$ cat src/rtl/uart_pkg.sv
// Shared UART constants: character-length encodings, baud divider limits and
// the default receive-idle timeout.
package uart_pkg;

  typedef enum logic [1:0] {
    BITS_5 = 2'b00,
    BITS_6 = 2'b01,
    BITS_7 = 2'b10,
    BITS_8 = 2'b11
  } cfg_bits_e;

  localparam int BAUD_LIMIT_115200 = 867;
  localparam int BAUD_LIMIT_19200  = 5207;
  localparam int BAUD_LIMIT_9600   = 10415;

  // Four characters of ten bits at 868 clocks per bit.
  localparam int TIMEOUT_CYC_DEF = 34720;

endpackage

$ cat src/rtl/uart_rx_fifo_sync_fifo.sv
// Generic first-word-fall-through circular FIFO with wrap-bit pointers.
// A write into a full FIFO is accepted only when a pop happens in the same cycle.
module sync_fifo #(
  parameter int DATA_WIDTH = 8,
  parameter int DEPTH      = 16
) (
  input  logic                     clk,
  input  logic                     rst,
  input  logic [DATA_WIDTH-1:0]    i_wr_data,
  input  logic                     i_wr_en,
  input  logic                     i_rd_en,
  output logic [DATA_WIDTH-1:0]    o_rd_data,
  output logic                     o_rd_valid,
  output logic [$clog2(DEPTH):0]   o_level,
  output logic                     o_full,
  output logic                     o_empty,
  output logic                     o_wr_accept,
  output logic                     o_rd_accept
);

  localparam int AW = $clog2(DEPTH);

  logic [DATA_WIDTH-1:0] r_mem [DEPTH];
  logic [AW:0]           r_wr_ptr;
  logic [AW:0]           r_rd_ptr;
  logic                  w_empty;
  logic                  w_full;
  logic                  w_rd_acc;
  logic                  w_wr_acc;

  assign w_empty  = (r_wr_ptr == r_rd_ptr);
  assign w_full   = (r_wr_ptr[AW-1:0] == r_rd_ptr[AW-1:0]) && (r_wr_ptr[AW] != r_rd_ptr[AW]);
  assign w_rd_acc = i_rd_en && !w_empty;
  assign w_wr_acc = i_wr_en && (!w_full || w_rd_acc);

  always_ff @(posedge clk or posedge rst) begin
    if (rst) begin
      r_wr_ptr <= '0;
      r_rd_ptr <= '0;
    end else begin
      if (w_wr_acc) r_wr_ptr <= r_wr_ptr + 1'b1;
      if (w_rd_acc) r_rd_ptr <= r_rd_ptr + 1'b1;
    end
  end

  // Storage carries no reset; stale words are hidden while the FIFO is empty.
  always_ff @(posedge clk) begin
    if (w_wr_acc) r_mem[r_wr_ptr[AW-1:0]] <= i_wr_data;
  end

  assign o_rd_data   = w_empty ? '0 : r_mem[r_rd_ptr[AW-1:0]];
  assign o_rd_valid  = !w_empty;
  assign o_level     = r_wr_ptr - r_rd_ptr;
  assign o_full      = w_full;
  assign o_empty     = w_empty;
  assign o_wr_accept = w_wr_acc;
  assign o_rd_accept = w_rd_acc;

endmodule

$ cat src/rtl/uart_rx_fifo.sv
// UART receive buffer: masks each received character to the configured length,
// queues it, and reports level, sticky overflow and idle timeout.
module uart_rx_fifo
  import uart_pkg::*;
#(
  parameter int DATA_WIDTH  = 8,
  parameter int DEPTH       = 16,
  parameter int TIMEOUT_CYC = TIMEOUT_CYC_DEF
) (
  input  logic                     clk,
  input  logic                     rst,
  input  logic [DATA_WIDTH-1:0]    i_wr_data,
  input  logic                     i_wr_en,
  input  logic [1:0]               i_cfg_bits,
  output logic [DATA_WIDTH-1:0]    o_rd_data,
  output logic                     o_rd_valid,
  input  logic                     i_rd_ready,
  input  logic                     i_clr_ovf,
  output logic [$clog2(DEPTH):0]   o_level,
  output logic                     o_full,
  output logic                     o_empty,
  output logic                     o_overflow,
  output logic                     o_timeout
);

  localparam int TW = $clog2(TIMEOUT_CYC + 1);
  localparam logic [TW-1:0] TO_MAX = TW'(TIMEOUT_CYC);

  logic [DATA_WIDTH-1:0] w_masked;
  logic                  w_wr_acc;
  logic                  w_rd_acc;
  logic                  w_empty;
  logic                  r_ovf;
  logic [TW-1:0]         r_to_cnt;

  // Clears every bit at or above the character length selected by cfg.
  function automatic logic [DATA_WIDTH-1:0] mask_char(input logic [DATA_WIDTH-1:0] d,
                                                      input cfg_bits_e cfg);
    logic [DATA_WIDTH-1:0] m;
    m = '0;
    for (int i = 0; i < DATA_WIDTH; i++) begin
      if (i < 5 + int'(cfg)) m[i] = d[i];
    end
    return m;
  endfunction

  assign w_masked = mask_char(i_wr_data, cfg_bits_e'(i_cfg_bits));

  sync_fifo #(
    .DATA_WIDTH (DATA_WIDTH),
    .DEPTH      (DEPTH)
  ) u_fifo (
    .clk         (clk),
    .rst         (rst),
    .i_wr_data   (w_masked),
    .i_wr_en     (i_wr_en),
    .i_rd_en     (i_rd_ready),
    .o_rd_data   (o_rd_data),
    .o_rd_valid  (o_rd_valid),
    .o_level     (o_level),
    .o_full      (o_full),
    .o_empty     (w_empty),
    .o_wr_accept (w_wr_acc),
    .o_rd_accept (w_rd_acc)
  );

  // A dropped character outranks a simultaneous clear.
  always_ff @(posedge clk or posedge rst) begin
    if (rst) begin
      r_ovf <= 1'b0;
    end else if (i_wr_en && !w_wr_acc) begin
      r_ovf <= 1'b1;
    end else if (i_clr_ovf) begin
      r_ovf <= 1'b0;
    end
  end

  // Dropped writes are not activity, so they leave the idle count running.
  always_ff @(posedge clk or posedge rst) begin
    if (rst) begin
      r_to_cnt <= '0;
    end else if (w_wr_acc || w_rd_acc || w_empty) begin
      r_to_cnt <= '0;
    end else if (r_to_cnt != TO_MAX) begin
      r_to_cnt <= r_to_cnt + 1'b1;
    end
  end

  assign o_empty    = w_empty;
  assign o_overflow = r_ovf;
  assign o_timeout  = (r_to_cnt == TO_MAX) && !w_empty;

endmodule

$ cat config.mk
export PLATFORM = sky130hd
export DESIGN_NAME = uart_rx_fifo
export DESIGN_NICKNAME = d
export VERILOG_FILES = /design/src/rtl/uart_pkg.sv /design/src/rtl/uart_rx_fifo_sync_fifo.sv /design/src/rtl/uart_rx_fifo.sv
export SDC_FILE = /design/constraint.sdc
export NUM_CORES = 1
export LEC_CHECK = 0
export ABC_AREA = 1
export CORE_MARGIN = 5
export CORE_UTILIZATION = 55
export CTS_CLUSTER_SIZE = 25
export DETAILED_ROUTE_END_ITERATION = 8
export PLACE_DENSITY_LB_ADDON = 0.15
export RECOVER_POWER = 50
export SYNTH_ARGS = -nofsm -noshare
export SYNTH_HDL_FRONTEND = slang
export SYNTH_SLANG_ARGS = --single-unit
$ cat constraint.sdc
create_clock -name clk -period 2.6 [get_ports clk]
set_clock_uncertainty 0.05 [all_clocks]
set_input_delay 0.65 -clock clk [delete_from_list [all_inputs] [get_ports clk]]
set_output_delay 0.65 -clock clk [all_outputs]
set_load 0.005 [all_outputs]
Word-level counts from Yosys, hierarchy flattened
Memory sizes are Yosys's and may differ from the RTL's.
Cells that the tools add are included.
{"block": "totals", "in_bits": 15, "regBits": 27, "mem_count": 1, "word_cells": 51, "ram_bits": 128}
{"memory": "u_fifo.r_mem", "depth": 16, "word_bits": 8, "rd": 1, "rd_ports_with_merged_regs": 0, "write_ports": 1, "line_no": "uart_rx_fifo_sync_fifo.sv:23", "text": "logic [DATA_WIDTH-1:0] r_mem [DEPTH];"}
{"block": "op_classes", "n_mux": 15, "order_cmp": 8, "eq_ne": 5, "n_reduce_logical": 13, "add_sub_neg": 5}
{"op": "less-than comparator 4 x 32 -> 1 bit, first input constant", "count": 3}
{"op": "less-than comparator 3 x 32 -> 1 bit, first input constant", "count": 2}
{"op": "less-than comparator 1 x 32 -> 1 bit, first input constant", "count": 1}
{"op": "less-than comparator 2 x 32 -> 1 bit, first input constant", "count": 1}
{"op": "two-way mux 16 bit", "count": 2}
{"op": "adder 16 x 1 -> 16 bit, second input constant", "count": 1}
{"op": "equality test 16 bit, second input constant", "count": 1}
{"op": "inequality test 16 bit, second input constant", "count": 1}
{"op": "two-way mux 1 bit", "count": 12}
{"op": "adder 5 x 1 -> 5 bit, second input constant", "count": 2}
{"op": "two-way mux 8 bit", "count": 1}
{"op": "equality test 5 bit", "count": 1}
{"op": "logical AND 1 bit", "count": 5}
{"op": "subtractor 5 bit", "count": 1}
{"op": "adder 3 x 2 -> 4 bit, first input constant", "count": 1}
{"op": "equality test 4 bit", "count": 1}
{"op": "less-than comparator 3 x 4 -> 1 bit, first input constant", "count": 1}
{"op": "nonzero test 2 bit", "count": 2}
{"op": "logical NOT 1 bit", "count": 3}
{"op": "logical OR 1 bit", "count": 3}
{"op": "inequality test 1 bit", "count": 1}

Depth between registers and ports, before layout
{"block": "depth", "depth_word": 8, "depth_mapped": 12, "ltp_nobuf": 9}

Hierarchy
From an unflattened synthesis, not the netlist that was laid out.
{"block": "unflattened", "cells_unflattened": 785, "area_unflattened_um2": 7368.3}
{"module": "sync_fifo", "area_per_inst_um2": 6333.6, "n_inst": 1, "cells_each": 636}
{"module": "uart_rx_fifo", "area_per_inst_um2": 1034.7, "n_inst": 1, "cells_each": 149}

Least setup slack after synthesis
No wires, ideal clock.
{"block": "synth_path", "path_kind": "reg-to-reg", "startpoint": "register u_fifo.r_rd_ptr[1]", "endpoint": "memory u_fifo.r_mem[0][0] (enable)", "path_stages_with_launch": 12, "path_slack_ns": 0.035, "arrival_time_ns": 2.145, "path_buffers": 2, "required_ns": 2.180, "path_cell_list": "dfrtp_1 -> buf_2 -> clkinv_1 -> clkbuf_1 -> ha_1 -> nand4_2 -> nor2_4 -> nand2_2 -> nand2_4 -> inv_2 -> nand2_1 -> nor2_1"}
{"block": "synth_via", "elab_chain_len": 7, "word_cells_on_any_way": 10, "cone_classes": "2 x eq/ne; 2 x mux; 6 x reduce/logical"}
{"element": "start, declared", "line_no": "uart_rx_fifo_sync_fifo.sv:25", "text": "logic [AW:0] r_rd_ptr;"}
{"element": "start signal, assigned", "line_no": "uart_rx_fifo_sync_fifo.sv:42", "text": "if (w_rd_acc) r_rd_ptr <= r_rd_ptr + 1'b1;"}
{"element": "equality test 4 bit", "line_no": "uart_rx_fifo_sync_fifo.sv:32", "text": "assign w_full = (r_wr_ptr[AW-1:0] == r_rd_ptr[AW-1:0]) && (r_wr_ptr[AW] != r_rd_ptr[AW]);"}
{"element": "logical AND 1 bit", "line_no": "uart_rx_fifo_sync_fifo.sv:32"}
{"element": "via o_full", "line_no": "uart_rx_fifo.sv:20", "text": "output logic o_full,"}
{"element": "logical NOT 1 bit", "line_no": "uart_rx_fifo_sync_fifo.sv:34", "text": "assign w_wr_acc = i_wr_en && (!w_full || w_rd_acc);"}
{"element": "logical OR 1 bit", "line_no": "uart_rx_fifo_sync_fifo.sv:34"}
{"element": "logical AND 1 bit", "line_no": "uart_rx_fifo_sync_fifo.sv:34"}
{"element": "two-way mux 1 bit", "line_no": "uart_rx_fifo_sync_fifo.sv:48", "text": "if (w_wr_acc) r_mem[r_wr_ptr[AW-1:0]] <= i_wr_data;"}
{"element": "two-way mux 1 bit (not written as such)", "line_no": "uart_rx_fifo_sync_fifo.sv:48"}
{"element": "end, declared", "line_no": "uart_rx_fifo_sync_fifo.sv:23"}
The timed path passes the listed nets, and every way through them passes these cells.

Final worst setup path
{"block": "layout_path", "startpoint": "register u_fifo.r_rd_ptr[1]", "endpoint": "output o_rd_data[6]"}
{"block": "layout_via", "elab_chain_len": 2, "word_cells_on_any_way": 3, "cone_classes": "1 x eq/ne; 1 x mux; 1 x memory"}
{"element": "memory read (16 x 8 bit) or equality test 5 bit (tied branches)"}
{"element": "two-way mux 8 bit (*)", "line_no": "uart_rx_fifo_sync_fifo.sv:51", "text": "assign o_rd_data = w_empty ? '0 : r_mem[r_rd_ptr[AW-1:0]];"}
{"element": "end, declared", "line_no": "uart_rx_fifo.sv:15", "text": "output logic [DATA_WIDTH-1:0] o_rd_data,"}
Every way passes the cells marked *; elsewhere a longest branch is shown, timed or not.

==> metrics.md <==
| Metric | Value |
|---|---|
| CTS tree | built |
| Nets | 889 |
| Number of warnings issued by yosys | 0 |
| Synth Flop Type | sky130_fd_sc_hd__edfxtp_1 |
| DP HPWL | 10800 um |
| CTS Buffer Depth | 2 |
| Power density over the cells | 1130 mW/mm^2 |
| Fraction of final layout cells sized beyond drive strength 1 | 21.5% |
| Cell breakdown of the critical path | clkinv_2 > ha_1 > nand2_1 > nor2_1 > nand2_2 > clkinv_4 > buf_4 > buf_12 > a21oi_2 > buf_2 |
| Avg Cell Area, Syn | 9.53 um^2 |
| H-tree depth reported by CTS | 4 |
| Post-Syn Area | 0.00734 mm^2 |
| FMAX | 363 MHz |
| Later-pin clock latency in the skew report | 0.44 ns |
| Final wirelength | 18300 um |
| Sum of overflow across all layers after global routing | 0 |
| Die span in x | 126 um |
| Cell with the most instances after synthesis | sky130_fd_sc_hd__nand2_1 |
| Post-layout instance area | 0.00926 mm^2 |
| Die area | 0.0158 mm^2 |
| Post-synthesis sequential element count | 155 |
| Number of sinks on the clock net | 155 |
| Flop pwr share | 29.8% |
| Per-cell via count in the routed design | 5.35 |
| Setup repair after global routing missed its margin | yes |
| Ports placed on the boundary | 33 |
| FFs w/ async S/R, synth | 17.4% |
| Number of enable flip-flop cells after synthesis | 128 |
| Headroom to the max-slew limit | 42.5% |
| Average detailed-routed wire length per instance | 17.5 um |
| Combinational power share | 46.1% |
| Height of the chip | 126 um |
| Cell accounting for the most synthesized area | sky130_fd_sc_hd__edfxtp_1 |
| Failing checks | negative setup slack |
| Number of slew-limit violations in the final report | 0 |
| Share of the clock period used by the worst path after layout | 106% |
| Buf/Inv on CP | 5 |
| Power share of the clock group | 24.1% |
| Fraction of post-synthesis cell area in the top cell type by area | 52.4% |
| Core area | 0.0131 mm^2 |
| Count of different cell masters after synthesis | 30 |
| Length of the first detailed-routing pass in iterations | 5 |
| Syn-to-layout area delta | 26.2% |
| Slowest cell on the critical path | sky130_fd_sc_hd__dfrtp_1 |
| Total chip power | 0.0104 W |
| Final WS setup | -0.153 ns |
| Cell family contributing the most delay on the critical path | buffers and inverters |
| Switching Share | 36.1% |
| Clock transition at the registers of the reported paths | 0.06 ns |
| Req. time, crit path | 1.90 ns |
| Final setup violation count | 8 |
| Final Hold Fails | 0 |
| Data arrival time at the worst-slack endpoint | 2.05 ns |
| Number of rows created at floorplan | 42 |
| CP max FO | 9 |
| Post-place instance area | 0.00815 mm^2 |
| Synthesized netlist net count | 797 |
| Result of the run | complete, but fails checks |
| Type of the worst min-delay path | reg2reg |
| Remaining routing DRC violations | 0 |
| Least-Margin Pin Slew | 0.863 ns |
| Antenna violations before repair | 0 |
| Element type at the critical path end | primary output |
| Number of global-route vias before repair | 5826 |
| Via count | 5620 |
| CP Class | reg2out |
| Gpl congestion | 0.839 |
| Worst supply voltage drop on vdd | 0.00105 V |
| Type of element launching the critical path | register |
| Sequential fraction of the synthesis area | 61.6% |
| Largest stage delay, worst path | 0.39 ns |
| Violation count after the first detailed-route iteration | 565 |
| Internal portion of total power | 0.00666 W |
| Minimum period implied by the final worst setup slack | 2.75 ns |
| Global-route wire length before repair | 29600 um |
| Diode insertion count for antenna repair | 0 |
| Number of maximum-capacitance violations | 0 |
| Num CTS Buffers | 17 |
| CTS Root Buffer Type | sky130_fd_sc_hd__clkbuf_16 |
| Cell count after synthesis | 770 |
| Switching pwr | 0.00377 W |
| Initial Util | 55.8% |
| Total global-route track usage | 24.4% |
| Number of I/O port buffers | 32 |
| Count of nets left with antenna violations after detail routing | 0 |
| Largest net degree at the start of global routing | 34 |
| Biggest area contributors in the synthesized netlist | sky130_fd_sc_hd__edfxtp_1, sky130_fd_sc_hd__nand2_1, sky130_fd_sc_hd__dfrtp_1 |
| Ranking of synthesized cells by instance count | sky130_fd_sc_hd__nand2_1, sky130_fd_sc_hd__edfxtp_1, sky130_fd_sc_hd__inv_1 |
| Leakage power summed over all cells | 4.08 nW |
[cell families after synthesis]
group	Yosys count	share of synthesized area, %
simple gates	413	24.4
flops	155	61.6
buf+inv	151	8.15
compound gates	24	1.86
xor+xnor	15	1.89
fa+ha+maj	12	2.15
[sequential cells by signal, summed over array words and instances (netlist names)]
register	flops
u_fifo.r_wr_ptr	5
o_overflow	1
u_fifo.r_mem	128
r_to_cnt	16
u_fifo.r_rd_ptr	5
[through the flow]
step / setup WS (ns) / utilization [%] / TNS [ns] / std cells / hold slack (ns)
3_3_place_gp: 0.0274 / 62.0 / 0 / 996 / 0.440
4_1_cts: -0.128 / 70.3 / -0.795 / 1047 / 0.484
5_1_grt: -0.221 / 70.5 / -1.56 / 1050 / 0.508
6_report: -0.153 / 70.5 / -0.982 / 1050 / 0.484
2_1_floorplan: 0.0348 / - / 0 / 770 / 0.421
3_5_place_dp: -0.0390 / 62.0 / -0.0918 / 996 / 0.470
[cell usage in the layout (no fill, tap or decap), types with 2 or more instances in the layout]
| master | n |
|---|---|
| sky130_fd_sc_hd__nand4_1 | 5 |
| sky130_fd_sc_hd__clkbuf_1 | 6 |
| sky130_fd_sc_hd__buf_2 | 10 |
| sky130_fd_sc_hd__nor2_1 | 32 |
| sky130_fd_sc_hd__nor2_2 | 5 |
| sky130_fd_sc_hd__xor2_1 | 11 |
| sky130_fd_sc_hd__a21oi_1 | 7 |
| sky130_fd_sc_hd__o21ai_0 | 7 |
| sky130_fd_sc_hd__buf_16 | 6 |
| sky130_fd_sc_hd__ha_1 | 8 |
| sky130_fd_sc_hd__inv_2 | 8 |
| sky130_fd_sc_hd__clkbuf_2 | 5 |
| sky130_fd_sc_hd__dfrtp_1 | 26 |
| sky130_fd_sc_hd__clkinv_2 | 6 |
| sky130_fd_sc_hd__nand3_2 | 19 |
| sky130_fd_sc_hd__xnor2_1 | 2 |
| sky130_fd_sc_hd__ha_4 | 3 |
| sky130_fd_sc_hd__buf_4 | 47 |
| sky130_fd_sc_hd__bufinv_16 | 4 |
| sky130_fd_sc_hd__nand2_1 | 246 |
| sky130_fd_sc_hd__clkdlybuf4s50_1 | 8 |
| sky130_fd_sc_hd__nor2_4 | 9 |
| sky130_fd_sc_hd__nand3_1 | 64 |
| sky130_fd_sc_hd__inv_1 | 112 |
| sky130_fd_sc_hd__clkinv_4 | 2 |
| sky130_fd_sc_hd__a21oi_2 | 7 |
| sky130_fd_sc_hd__edfxtp_1 | 128 |
| sky130_fd_sc_hd__clkbuf_16 | 17 |
| sky130_fd_sc_hd__buf_12 | 9 |
| sky130_fd_sc_hd__buf_6 | 3 |
| sky130_fd_sc_hd__nor3_1 | 11 |
| sky130_fd_sc_hd__nand2_4 | 6 |
| sky130_fd_sc_hd__nand2_2 | 14 |
| sky130_fd_sc_hd__dlygate4sd3_1 | 7 |
[final cells by class]
type / instances / area (um^2)
timing repair buffer: 100 / 998
clock inverter: 10 / 149
multi-input combinational: 464 / 2450
fill: 959 / 3870
tap: 176 / 220
clock buffer: 21 / 440
inverter: 124 / 480
sequential: 155 / 4520
[power by group through the flow]
| stage | sequential [W] | combinational [W] | clock [W] |
|---|---|---|---|
| 2_1_floorplan | 0.00311 | 0.00217 | 0 |
| 3_3_place_gp | 0.00312 | 0.00384 | 0 |
| 3_5_place_dp | 0.00313 | 0.00390 | 0 |
| 4_1_cts | 0.00310 | 0.00466 | 0.00253 |
| 5_1_grt | 0.00313 | 0.00521 | 0.00266 |
| 6_report | 0.00310 | 0.00480 | 0.00251 |
[repair_timing]
action,4_1_cts,5_1_grt
setup buffers,14,3
cloned,6,0
setup endpoints to repair,17,17
hold buffers,0,0
gates resized for setup,115,20
pin swaps,27,7
[final timing paths]
kind	start	end	slack (ns)	cells past startpoint
min	u_fifo.r_rd_ptr[4]	u_fifo.r_rd_ptr[4]	0.48	1
max reg2reg	u_fifo.r_rd_ptr[0]	u_fifo.r_mem[10][7]	0.14	12
min reg2reg	u_fifo.r_rd_ptr[4]	u_fifo.r_rd_ptr[4]	0.48	1
max	u_fifo.r_rd_ptr[1]	o_rd_data[6]	-0.15	10
min in group asynchronous	rst	u_fifo.r_rd_ptr[4]	0.61	2
max in group asynchronous	rst	r_to_cnt[15]	0.75	3
[metal layers]
layer / track usage [%] / wire length, um / up-vias
met5: 0 / 0 / -
met4: 11.9 / 700 / 0
met3: 6.99 / 1470 / 61
met2: 40.3 / 8920 / 249
met1: 29.3 / 7230 / 2672
li1: - / - / 2638
Note: power is estimated with default switching activity, not from simulation.
